===== src/rtl/hazard_scoreboard_if.sv =====
// D-stage to hazard scoreboard bundle: pre-decoded operand/result fields flow in,
// pipeline enables, bubble control and D-stage forward selects flow back.
interface hazard_scoreboard_if #(
   parameter int NSTAGE = 3,
   parameter int REGW   = 5,
   parameter int TW     = 2
);
   localparam int SELW = $clog2(NSTAGE + 1);

   logic            d_valid;
   logic [REGW-1:0] d_rs;
   logic [REGW-1:0] d_rt;
   logic            d_use_rs;
   logic            d_use_rt;
   logic [TW-1:0]   d_tuse_rs;
   logic [TW-1:0]   d_tuse_rt;
   logic [REGW-1:0] d_dst;
   logic [TW-1:0]   d_tnew;
   logic [1:0]      d_md_kind;
   logic            flush;

   logic            stall;
   logic            pc_en;
   logic            ir_d_en;
   logic            ir_e_clr;
   logic [SELW-1:0] fwd_rs_sel;
   logic [SELW-1:0] fwd_rt_sel;
   logic            md_busy;

   modport master (
      output d_valid, d_rs, d_rt, d_use_rs, d_use_rt, d_tuse_rs, d_tuse_rt,
             d_dst, d_tnew, d_md_kind, flush,
      input  stall, pc_en, ir_d_en, ir_e_clr, fwd_rs_sel, fwd_rt_sel, md_busy
   );

   modport slave (
      input  d_valid, d_rs, d_rt, d_use_rs, d_use_rt, d_tuse_rs, d_tuse_rt,
             d_dst, d_tnew, d_md_kind, flush,
      output stall, pc_en, ir_d_en, ir_e_clr, fwd_rs_sel, fwd_rt_sel, md_busy
   );
endinterface


===== src/rtl/hazard_scoreboard.sv =====
// Tuse/Tnew hazard scoreboard: tracks in-flight destinations and their remaining
// result latency, plus a HI/LO busy counter, to drive stalls and D-stage forwarding.
module hazard_scoreboard #(
   parameter int NSTAGE  = 3,
   parameter int REGW    = 5,
   parameter int TW      = 2,
   parameter int MUL_LAT = 5,
   parameter int DIV_LAT = 10,
   parameter int CNTW    = 4
)(
   input logic                clk,
   input logic                reset,
   hazard_scoreboard_if.slave bus
);
   localparam int SELW = $clog2(NSTAGE + 1);
   localparam logic [CNTW-1:0] MUL_LOAD = CNTW'(MUL_LAT);
   localparam logic [CNTW-1:0] DIV_LOAD = CNTW'(DIV_LAT);

   typedef enum logic [1:0] {
      MD_NONE   = 2'd0,
      MD_MULT   = 2'd1,
      MD_DIV    = 2'd2,
      MD_ACCESS = 2'd3
   } mdKind_t;

   logic [REGW-1:0] r_dst  [NSTAGE];
   logic [TW-1:0]   r_tnew [NSTAGE];
   logic [CNTW-1:0] r_busy;

   logic            w_rsHit;
   logic [SELW-1:0] w_rsSel;
   logic [TW-1:0]   w_rsTnew;
   logic            w_rtHit;
   logic [SELW-1:0] w_rtSel;
   logic [TW-1:0]   w_rtTnew;
   logic            w_hazRs;
   logic            w_hazRt;
   logic            w_hazMd;
   logic            w_mdBusy;
   logic            w_stall;
   logic            w_issue;
   mdKind_t         w_mdKind;

   assign w_mdKind = mdKind_t'(bus.d_md_kind);

   // Scan oldest to youngest so the youngest matching slot overwrites older hits.
   always_comb begin
      w_rsHit  = 1'b0;
      w_rsSel  = '0;
      w_rsTnew = '0;
      w_rtHit  = 1'b0;
      w_rtSel  = '0;
      w_rtTnew = '0;
      for (int k = NSTAGE - 1; k >= 0; k--) begin
         if (bus.d_use_rs && (bus.d_rs != '0) && (r_dst[k] == bus.d_rs)) begin
            w_rsHit  = 1'b1;
            w_rsSel  = SELW'(k + 1);
            w_rsTnew = r_tnew[k];
         end
         if (bus.d_use_rt && (bus.d_rt != '0) && (r_dst[k] == bus.d_rt)) begin
            w_rtHit  = 1'b1;
            w_rtSel  = SELW'(k + 1);
            w_rtTnew = r_tnew[k];
         end
      end
   end

   assign w_hazRs  = w_rsHit && (w_rsTnew > bus.d_tuse_rs);
   assign w_hazRt  = w_rtHit && (w_rtTnew > bus.d_tuse_rt);
   assign w_mdBusy = (r_busy != '0);
   assign w_hazMd  = bus.d_valid && (w_mdKind != MD_NONE) && w_mdBusy;
   assign w_stall  = bus.d_valid && (w_hazRs || w_hazRt || w_hazMd);
   assign w_issue  = bus.d_valid && !w_stall && !bus.flush;

   assign bus.stall      = w_stall;
   assign bus.pc_en      = !w_stall;
   assign bus.ir_d_en    = !w_stall;
   assign bus.ir_e_clr   = w_stall || bus.flush;
   assign bus.fwd_rs_sel = w_rsSel;
   assign bus.fwd_rt_sel = w_rtSel;
   assign bus.md_busy    = w_mdBusy;

   // A stalled or flushed D stage enters E as a bubble (dst 0).
   always_ff @(posedge clk) begin
      if (!reset || bus.flush) begin
         for (int k = 0; k < NSTAGE; k++) begin
            r_dst[k]  <= '0;
            r_tnew[k] <= '0;
         end
      end else begin
         r_dst[0]  <= w_issue ? bus.d_dst  : '0;
         r_tnew[0] <= w_issue ? bus.d_tnew : '0;
         for (int k = 1; k < NSTAGE; k++) begin
            r_dst[k]  <= r_dst[k-1];
            r_tnew[k] <= (r_tnew[k-1] == '0) ? '0 : (r_tnew[k-1] - 1'b1);
         end
      end
   end

   // Flush deliberately leaves the counter alone: a started mult/div always completes.
   always_ff @(posedge clk) begin
      if (!reset) begin
         r_busy <= '0;
      end else if (w_issue && (w_mdKind == MD_MULT)) begin
         r_busy <= MUL_LOAD;
      end else if (w_issue && (w_mdKind == MD_DIV)) begin
         r_busy <= DIV_LOAD;
      end else if (w_mdBusy) begin
         r_busy <= r_busy - 1'b1;
      end
   end
endmodule


===== src/flat_wrapper.sv =====
// flat-port wrapper written by rule: the top's interface ports become plain ports
module hazard_scoreboard_flat 
#(
   parameter int NSTAGE  = 3,
   parameter int REGW    = 5,
   parameter int TW      = 2,
   parameter int MUL_LAT = 5,
   parameter int DIV_LAT = 10,
   parameter int CNTW    = 4
)
  (clk, reset, bus_d_valid, bus_d_rs, bus_d_rt, bus_d_use_rs, bus_d_use_rt, bus_d_tuse_rs, bus_d_tuse_rt, bus_d_dst, bus_d_tnew, bus_d_md_kind, bus_flush, bus_stall, bus_pc_en, bus_ir_d_en, bus_ir_e_clr, bus_fwd_rs_sel, bus_fwd_rt_sel, bus_md_busy);
  hazard_scoreboard_if #(.NSTAGE(NSTAGE), .REGW(REGW), .TW(TW)) bus_i ();
  input logic clk;
  input logic reset;
  input wire logic [$bits(bus_i.d_valid)-1:0] bus_d_valid;
  input wire logic [$bits(bus_i.d_rs)-1:0] bus_d_rs;
  input wire logic [$bits(bus_i.d_rt)-1:0] bus_d_rt;
  input wire logic [$bits(bus_i.d_use_rs)-1:0] bus_d_use_rs;
  input wire logic [$bits(bus_i.d_use_rt)-1:0] bus_d_use_rt;
  input wire logic [$bits(bus_i.d_tuse_rs)-1:0] bus_d_tuse_rs;
  input wire logic [$bits(bus_i.d_tuse_rt)-1:0] bus_d_tuse_rt;
  input wire logic [$bits(bus_i.d_dst)-1:0] bus_d_dst;
  input wire logic [$bits(bus_i.d_tnew)-1:0] bus_d_tnew;
  input wire logic [$bits(bus_i.d_md_kind)-1:0] bus_d_md_kind;
  input wire logic [$bits(bus_i.flush)-1:0] bus_flush;
  output wire logic [$bits(bus_i.stall)-1:0] bus_stall;
  output wire logic [$bits(bus_i.pc_en)-1:0] bus_pc_en;
  output wire logic [$bits(bus_i.ir_d_en)-1:0] bus_ir_d_en;
  output wire logic [$bits(bus_i.ir_e_clr)-1:0] bus_ir_e_clr;
  output wire logic [$bits(bus_i.fwd_rs_sel)-1:0] bus_fwd_rs_sel;
  output wire logic [$bits(bus_i.fwd_rt_sel)-1:0] bus_fwd_rt_sel;
  output wire logic [$bits(bus_i.md_busy)-1:0] bus_md_busy;
  assign bus_i.d_valid = bus_d_valid;
  assign bus_i.d_rs = bus_d_rs;
  assign bus_i.d_rt = bus_d_rt;
  assign bus_i.d_use_rs = bus_d_use_rs;
  assign bus_i.d_use_rt = bus_d_use_rt;
  assign bus_i.d_tuse_rs = bus_d_tuse_rs;
  assign bus_i.d_tuse_rt = bus_d_tuse_rt;
  assign bus_i.d_dst = bus_d_dst;
  assign bus_i.d_tnew = bus_d_tnew;
  assign bus_i.d_md_kind = bus_d_md_kind;
  assign bus_i.flush = bus_flush;
  assign bus_stall = bus_i.stall;
  assign bus_pc_en = bus_i.pc_en;
  assign bus_ir_d_en = bus_i.ir_d_en;
  assign bus_ir_e_clr = bus_i.ir_e_clr;
  assign bus_fwd_rs_sel = bus_i.fwd_rs_sel;
  assign bus_fwd_rt_sel = bus_i.fwd_rt_sel;
  assign bus_md_busy = bus_i.md_busy;
  hazard_scoreboard #(.NSTAGE(NSTAGE), .REGW(REGW), .TW(TW), .MUL_LAT(MUL_LAT), .DIV_LAT(DIV_LAT), .CNTW(CNTW)) u_core (.clk(clk), .reset(reset), .bus(bus_i));
endmodule

===== config.mk =====
export PLATFORM = sky130hd
export DESIGN_NAME = hazard_scoreboard_flat
export DESIGN_NICKNAME = d
export VERILOG_FILES = /design/src/rtl/hazard_scoreboard_if.sv /design/src/rtl/hazard_scoreboard.sv /design/src/flat_wrapper.sv
export SDC_FILE = /design/constraint.sdc
export NUM_CORES = 1
export LEC_CHECK = 0
export BUFFER_PORTS_ARGS = -buffer_cell sky130_fd_sc_hd__buf_2
export CAP_MARGIN = 20
export CORE_MARGIN = 5
export CORE_UTILIZATION = 53
export CTS_CLUSTER_DIAMETER = 60
export DETAILED_ROUTE_END_ITERATION = 8
export HOLD_SLACK_MARGIN = 0.05
export PLACE_DENSITY = 0.8
export SYNTH_ARGS = -nofsm -noshare
export SYNTH_HDL_FRONTEND = slang
export SYNTH_SLANG_ARGS = --single-unit

===== constraint.sdc =====
create_clock -name clk -period 4.8 [get_ports clk]
set_input_delay 0.96 -clock clk [delete_from_list [all_inputs] [get_ports clk]]
set_output_delay 0.96 -clock clk [all_outputs]
set_load 0.005 [all_outputs]

======== After elaboration in Yosys (flattened, before gate mapping) ========
Memory sizes are Yosys's and may differ from the RTL's.
Cells that the tools add are included.
storage, ports and cells
  register bits ........................... 4
  bits in writable memories ............... 21
  output and inout bits ................... 9
  word-level logic and storage cells ...... 91
  memories kept ........................... 2
operators by class
  add/sub/neg operators ................... 3
  magnitude comparators ................... 2
  equal/unequal tests ..................... 8
  multiplexer cells ....................... 34
  bitwise operators ....................... 7
  reductions and logical operators ........ 33
memories
  name           words  width  read ports  clocked after Yosys merged registers in  wr ports  RTL line                 RTL
  u_core.r_dst   3      5      3           0                                        3         hazard_scoreboard.sv:26  logic [REGW-1:0] r_dst [NSTAGE];
  u_core.r_tnew  3      2      3           0                                        3         hazard_scoreboard.sv:27  logic [TW-1:0] r_tnew [NSTAGE];
operators by type and width
  kind                                                  number
  2-to-1 mux 2 bit                                      18
  equality test 5 bit                                   6
  2-to-1 mux 5 bit                                      4
  logical AND 1 bit                                     17
  nonzero test 5 bit                                    2
  2-to-1 mux 1 bit                                      9
  2-to-1 mux 4 bit                                      2
  OR 1 bit                                              6
  greater-than comparator 2 bit                         2
  zero test 2 bit                                       2
  logical OR 1 bit                                      4
  nonzero test 2 bit                                    2
  nonzero test 4 bit                                    1
  subtractor 2 x 1 -> 2 bit (second input constant)     2
  subtractor 4 x 1 -> 4 bit (second input constant)     1
  zero test 1 bit                                       3
  2-to-1 mux 3 bit                                      1
  nonzero test 3 bit                                    1
  equality test 2 x 1 -> 1 bit (second input constant)  1
  equality test 2 bit (second input constant)           1
  OR reduction 2 bit                                    1
  NOT 1 bit                                             1

======== Depth between registers and ports, before layout ========
  depth in word-level cells ............... 17
  depth in mapped cells ................... 14
  mapped depth without buffers ............ 13

======== Least setup slack after synthesis ========
OpenSTA, ideal clock, no wires.
  kind .................................... input -> output
  start ................................... in bus_d_rt[0]
  end ..................................... out bus_pc_en
  data arrival time ....................... 3.505 ns
  data required time ...................... 3.840 ns
  setup slack ............................. 0.335 ns
  stages on the path ...................... 13
  buffers on the path ..................... 1
  cells stage by stage .................... or4_1 o21ai_1 nand3b_1 nor2_1 a221oi_1 a21oi_1 ha_1 a21oi_1 a211oi_1 o21ai_1 nand3b_1 nand2_1 buf_4
on the way
  word-level cells in the longest chain between the ends .. 12
ends and longest elaborated chain
  element                          RTL line                 RTL
  from (decl)                      flat_wrapper.sv:17       input wire logic [$bits(bus_i.d_rt)-1:0] bus_d_rt;
  nonzero test 5 bit               hazard_scoreboard.sv:60  if (bus.d_use_rt && (bus.d_rt != '0) && (r_dst[k] == bus.d_rt)) begin
  logical AND 1 bit (2 in a row)   hazard_scoreboard.sv:60
  2-to-1 mux 2 bit (3 in a row)    hazard_scoreboard.sv:60
  greater-than comparator 2 bit    hazard_scoreboard.sv:69  assign w_hazRt = w_rtHit && (w_rtTnew > bus.d_tuse_rt);
  logical AND 1 bit *              hazard_scoreboard.sv:69
  logical OR 1 bit * (2 in a row)  hazard_scoreboard.sv:72  assign w_stall = bus.d_valid && (w_hazRs || w_hazRt || w_hazMd);
  logical AND 1 bit *              hazard_scoreboard.sv:72
  zero test 1 bit *                -
  to (decl)                        flat_wrapper.sv:27       output wire logic [$bits(bus_i.pc_en)-1:0] bus_pc_en;
Mark *: on every way between the ends. The rest lies on a longest branch, timed or not.

======== Final worst setup path ========
  start ................................... in bus_d_rt[0]
  end ..................................... out bus_ir_e_clr
on the way
  word-level cells in the longest chain between the ends .. 12
ends and longest elaborated chain
  element                          RTL line                 RTL
  nonzero test 5 bit               hazard_scoreboard.sv:60
  logical AND 1 bit (2 in a row)   hazard_scoreboard.sv:60
  2-to-1 mux 2 bit (3 in a row)    hazard_scoreboard.sv:60
  greater-than comparator 2 bit    hazard_scoreboard.sv:69
  logical AND 1 bit *              hazard_scoreboard.sv:69
  logical OR 1 bit * (2 in a row)  hazard_scoreboard.sv:72
  logical AND 1 bit *              hazard_scoreboard.sv:72
  logical OR 1 bit *               hazard_scoreboard.sv:78  assign bus.ir_e_clr = w_stall || bus.flush;
  to (decl)                        flat_wrapper.sv:29       output wire logic [$bits(bus_i.ir_e_clr)-1:0] bus_ir_e_clr;
Marks and branches as above.

==> results.md <==
* R2R setup slack at 1.84 ns
* Ys Warns at 0
* Worst hold-check path type: reg -> reg
* H-Tree Depth at 1
* Fin. Hold Viols at 0
* Clk_lat worst skew at 0.32 ns
* Critical path's largest stage delay at 0.55 ns
* Setup_tns at 0 ns
* Switch Pwr at 0.171 mW
* Sequential area share after synthesis at 31.4%
* Commonest cells after routing, fill and taps aside: 37 x buf_2, 25 x dfxtp_1, 20 x xnor2_1, 20 x and2_1, 12 x inv_1
* Critical path arrival at 3.64 ns
* Total GRT Usage at 17.3%
* # clock sinks at 25
* Critical-path cell list: buf_2, or4_1, o21ai_2, nand3b_1, nor2_1, a221oi_1, a21oi_1, ha_1, a21oi_2, a211oi_2, a21bo_2, nand3b_1, a21o_1, buf_2
* # setup viols final at 0
* Share of cells above drive strength 1 at 26.8%
* Core ar. at 0.00298 mm²
* Status: complete, no violations
* WHS Path Cells at 1
* Most common cell after layout, fill and taps aside: buf_2
* Initial antenna violation count at 0
* Sequential share of power at 45.1%
* Final WL at 3400 µm
* Wire length of the first global-routing pass at 5690 µm
* Post-synthesis cell count at 182
* Area Overhead vs Synth at 18.2%
* Hold_buf cts at 0
* Die Height at 64.8 µm
* Int Power at 0.352 mW
* Global placement routability congestion at 0.851
* Met1 wire length at 1440 µm
* Final antenna-violating net count at 0
* Full die area at 0.00420 mm²
* Synth top area share at 31.4%
* Leak pwr at 0.797 nW
* Startpoint types: primary input
* Reg clk slew, reported paths at 0.13 ns
* Post-synth ARST share at 0%
* Synthesized area at 0.00159 mm²
* Power share of the combinational group at 36.3%
* # diodes at 0
* Tmin final at 4.60 ns
* Nets at 261
* Slew Viols, Final at 0
* Worst slew margin at 62.5%
* Initial drt markers at 85
* Switch share at 32.7%
* DP HPWL at 2900 µm
* Sequential Area at 500 µm²
* VDD IR max at 0.220 mV
* CTS Buf Count at 3
* Std-Cell Rows at 20
* Critical-path top delay cell: or4_1
* Die width at 64.8 µm
* Reg2Reg Depth at 13
* Fmax at 0.218 GHz
* Setup CP Type: in -> out
* I/O Pins at 38
* Filler cell count at 267
* CTS Buffer Depth at 2
* Area leader, netlist: dfxtp_1
* Root Driver: clkbuf_4
* CTS tree: yes
* Avg WL per Cell at 13.2 µm
* Met3 wire len at 212 µm
* Setup crit end kind: output port
* RSZ-0062 raised after global routing: no
* Max-cap violations at 0
* Largest net degree at the start of global routing at 17
* Number of synthesized register bits at 25
* Synth area leaders: dfxtp_1 31%, xnor2_1 11%, and2_1 7.8%
* DRC violations left at 0
* Vias/cell at 5.45
* PortBufs at 37
* Fin util at 63.3%
* Clock network power share at 18.7%
* Worst Tran Pin Value at 0.560 ns
* Worst-path fanout max at 4
* Buf+Inv Stages, Crit Path at 2
* Top_reg_cell synth: dfxtp_1
* Top layer in use: met4
* Number of global-route vias before repair at 1380
* Routed vias at 1400
* Mapped Nets at 218
* Post-synth EDFFs at 0
* WP depth at 14
* Cell Pwr Density at 277 mW/mm²
* Total gr overflow at 0
* First-pass DRT Iterations at 4
* Worst Path Required at 3.84 ns
* Starting Density at 53.5%
* Syn Area/Cell at 8.76 µm²
* Crit-path leading delay family: compound AO/OA/AOI/OAI gates
* Clk_skew at 0.00323 ns
* DR WL met2 at 1670 µm
* Area of the multi-input gates at 0.00105 mm²
* Netlist cell types at 43
* Period utilization at 95.8%
[Yosys cell counts, drive strengths merged (2+ instances only)]
library cell	instances
inv	12
a21oi	12
and2	20
nand3b	2
nand4	2
o21ai	4
dfxtp	25
a31oi	2
nand2	10
nor3	9
a221oi	4
nor2	9
or4	2
clkbuf	2
xor2	11
a21o	3
ha	7
xnor2	20
nand3	5
nor3b	2
[flip-flops by register name (all words and copies together), names as in the netlist]
| signal | flops |
|---|---|
| u_core.r_busy | 4 |
| u_core.r_dst | 15 |
| u_core.r_tnew | 6 |
[cells by family after synthesis]
family | share of synthesized area [%]
xor gates and xnor gates | 17.0
DFF | 31.4
and+or+nand+nor | 26.2
buffers and inverters | 3.77
adders and majority gates | 5.49
muxes | 0.706
AOI/OAI and AO/OA | 15.4
[worst reg2reg max path: stages, from the launching register on]
cell and delay, ns:
dfxtp_1 0.41, xnor2_1 0.14, nand3_1 0.13, nor3_1 0.38, nor2_1 0.12, a221oi_1 0.28, a21oi_1 0.08, ha_1 0.33
a21oi_2 0.06, a211oi_2 0.25, o21ai_1 0.14, buf_4 0.18, and4bb_4 0.23, and2_1 0.16
[path summary, 6_finish.rpt]
check	startpoint	endpoint
setup / recovery	bus_d_rt[0]	bus_ir_e_clr
hold / removal	u_core.r_tnew[0][0]	u_core.r_tnew[0][2]
setup reg to reg	u_core.r_dst[0][5]	u_core.r_dst[0][4]
hold reg to reg	u_core.r_tnew[0][0]	u_core.r_tnew[0][2]
[power by group through the flow]
stage	Sequential, mW	Clock [mW]	Combinational (mW)
6_report	0.236	0.0977	0.190
3_3_place_gp	0.240	0	0.185
4_1_cts	0.236	0.102	0.190
5_1_grt	0.238	0.109	0.220
2_1_floorplan	0.237	0	0.141
3_5_place_dp	0.241	0	0.189
[through the flow]
stage	setup WS (ns)	cell area (µm²)	hold WS (ns)	power, mW	instances
finish	0.202	1880	0.429	0.523	257
global route	0.000511	1880	0.454	0.567	257
CTS	0.100	1870	0.434	0.529	257
detailed placement	0.113	1840	0.413	0.430	253
global placement	0.188	1840	0.409	0.425	253
floorplan	0.335	1590	0.400	0.378	182
[layer usage]
layer	track usage [%]	up-vias
li1	-	718
met1	19.3	617
met2	32.4	51
met3	4.33	14
met4	3.69	0
met5	0	-
[layout make-up]
type / count / area share, %
inverters: 12 / 2.39
flip-flops and latches: 25 / 26.6
well taps: 33 / 2.19
clock inverters: 1 / 0.465
clock buffers: 3 / 1.20
repair buffers: 41 / 11.4
multi-input cells: 142 / 55.8
[repair_timing]
action                                  CTS  global route
endpoints found under the setup margin    0             4
gates resized for setup                   0             4
setup buffers                             0             0
No activity file was read; power rests on OpenSTA's default activity.
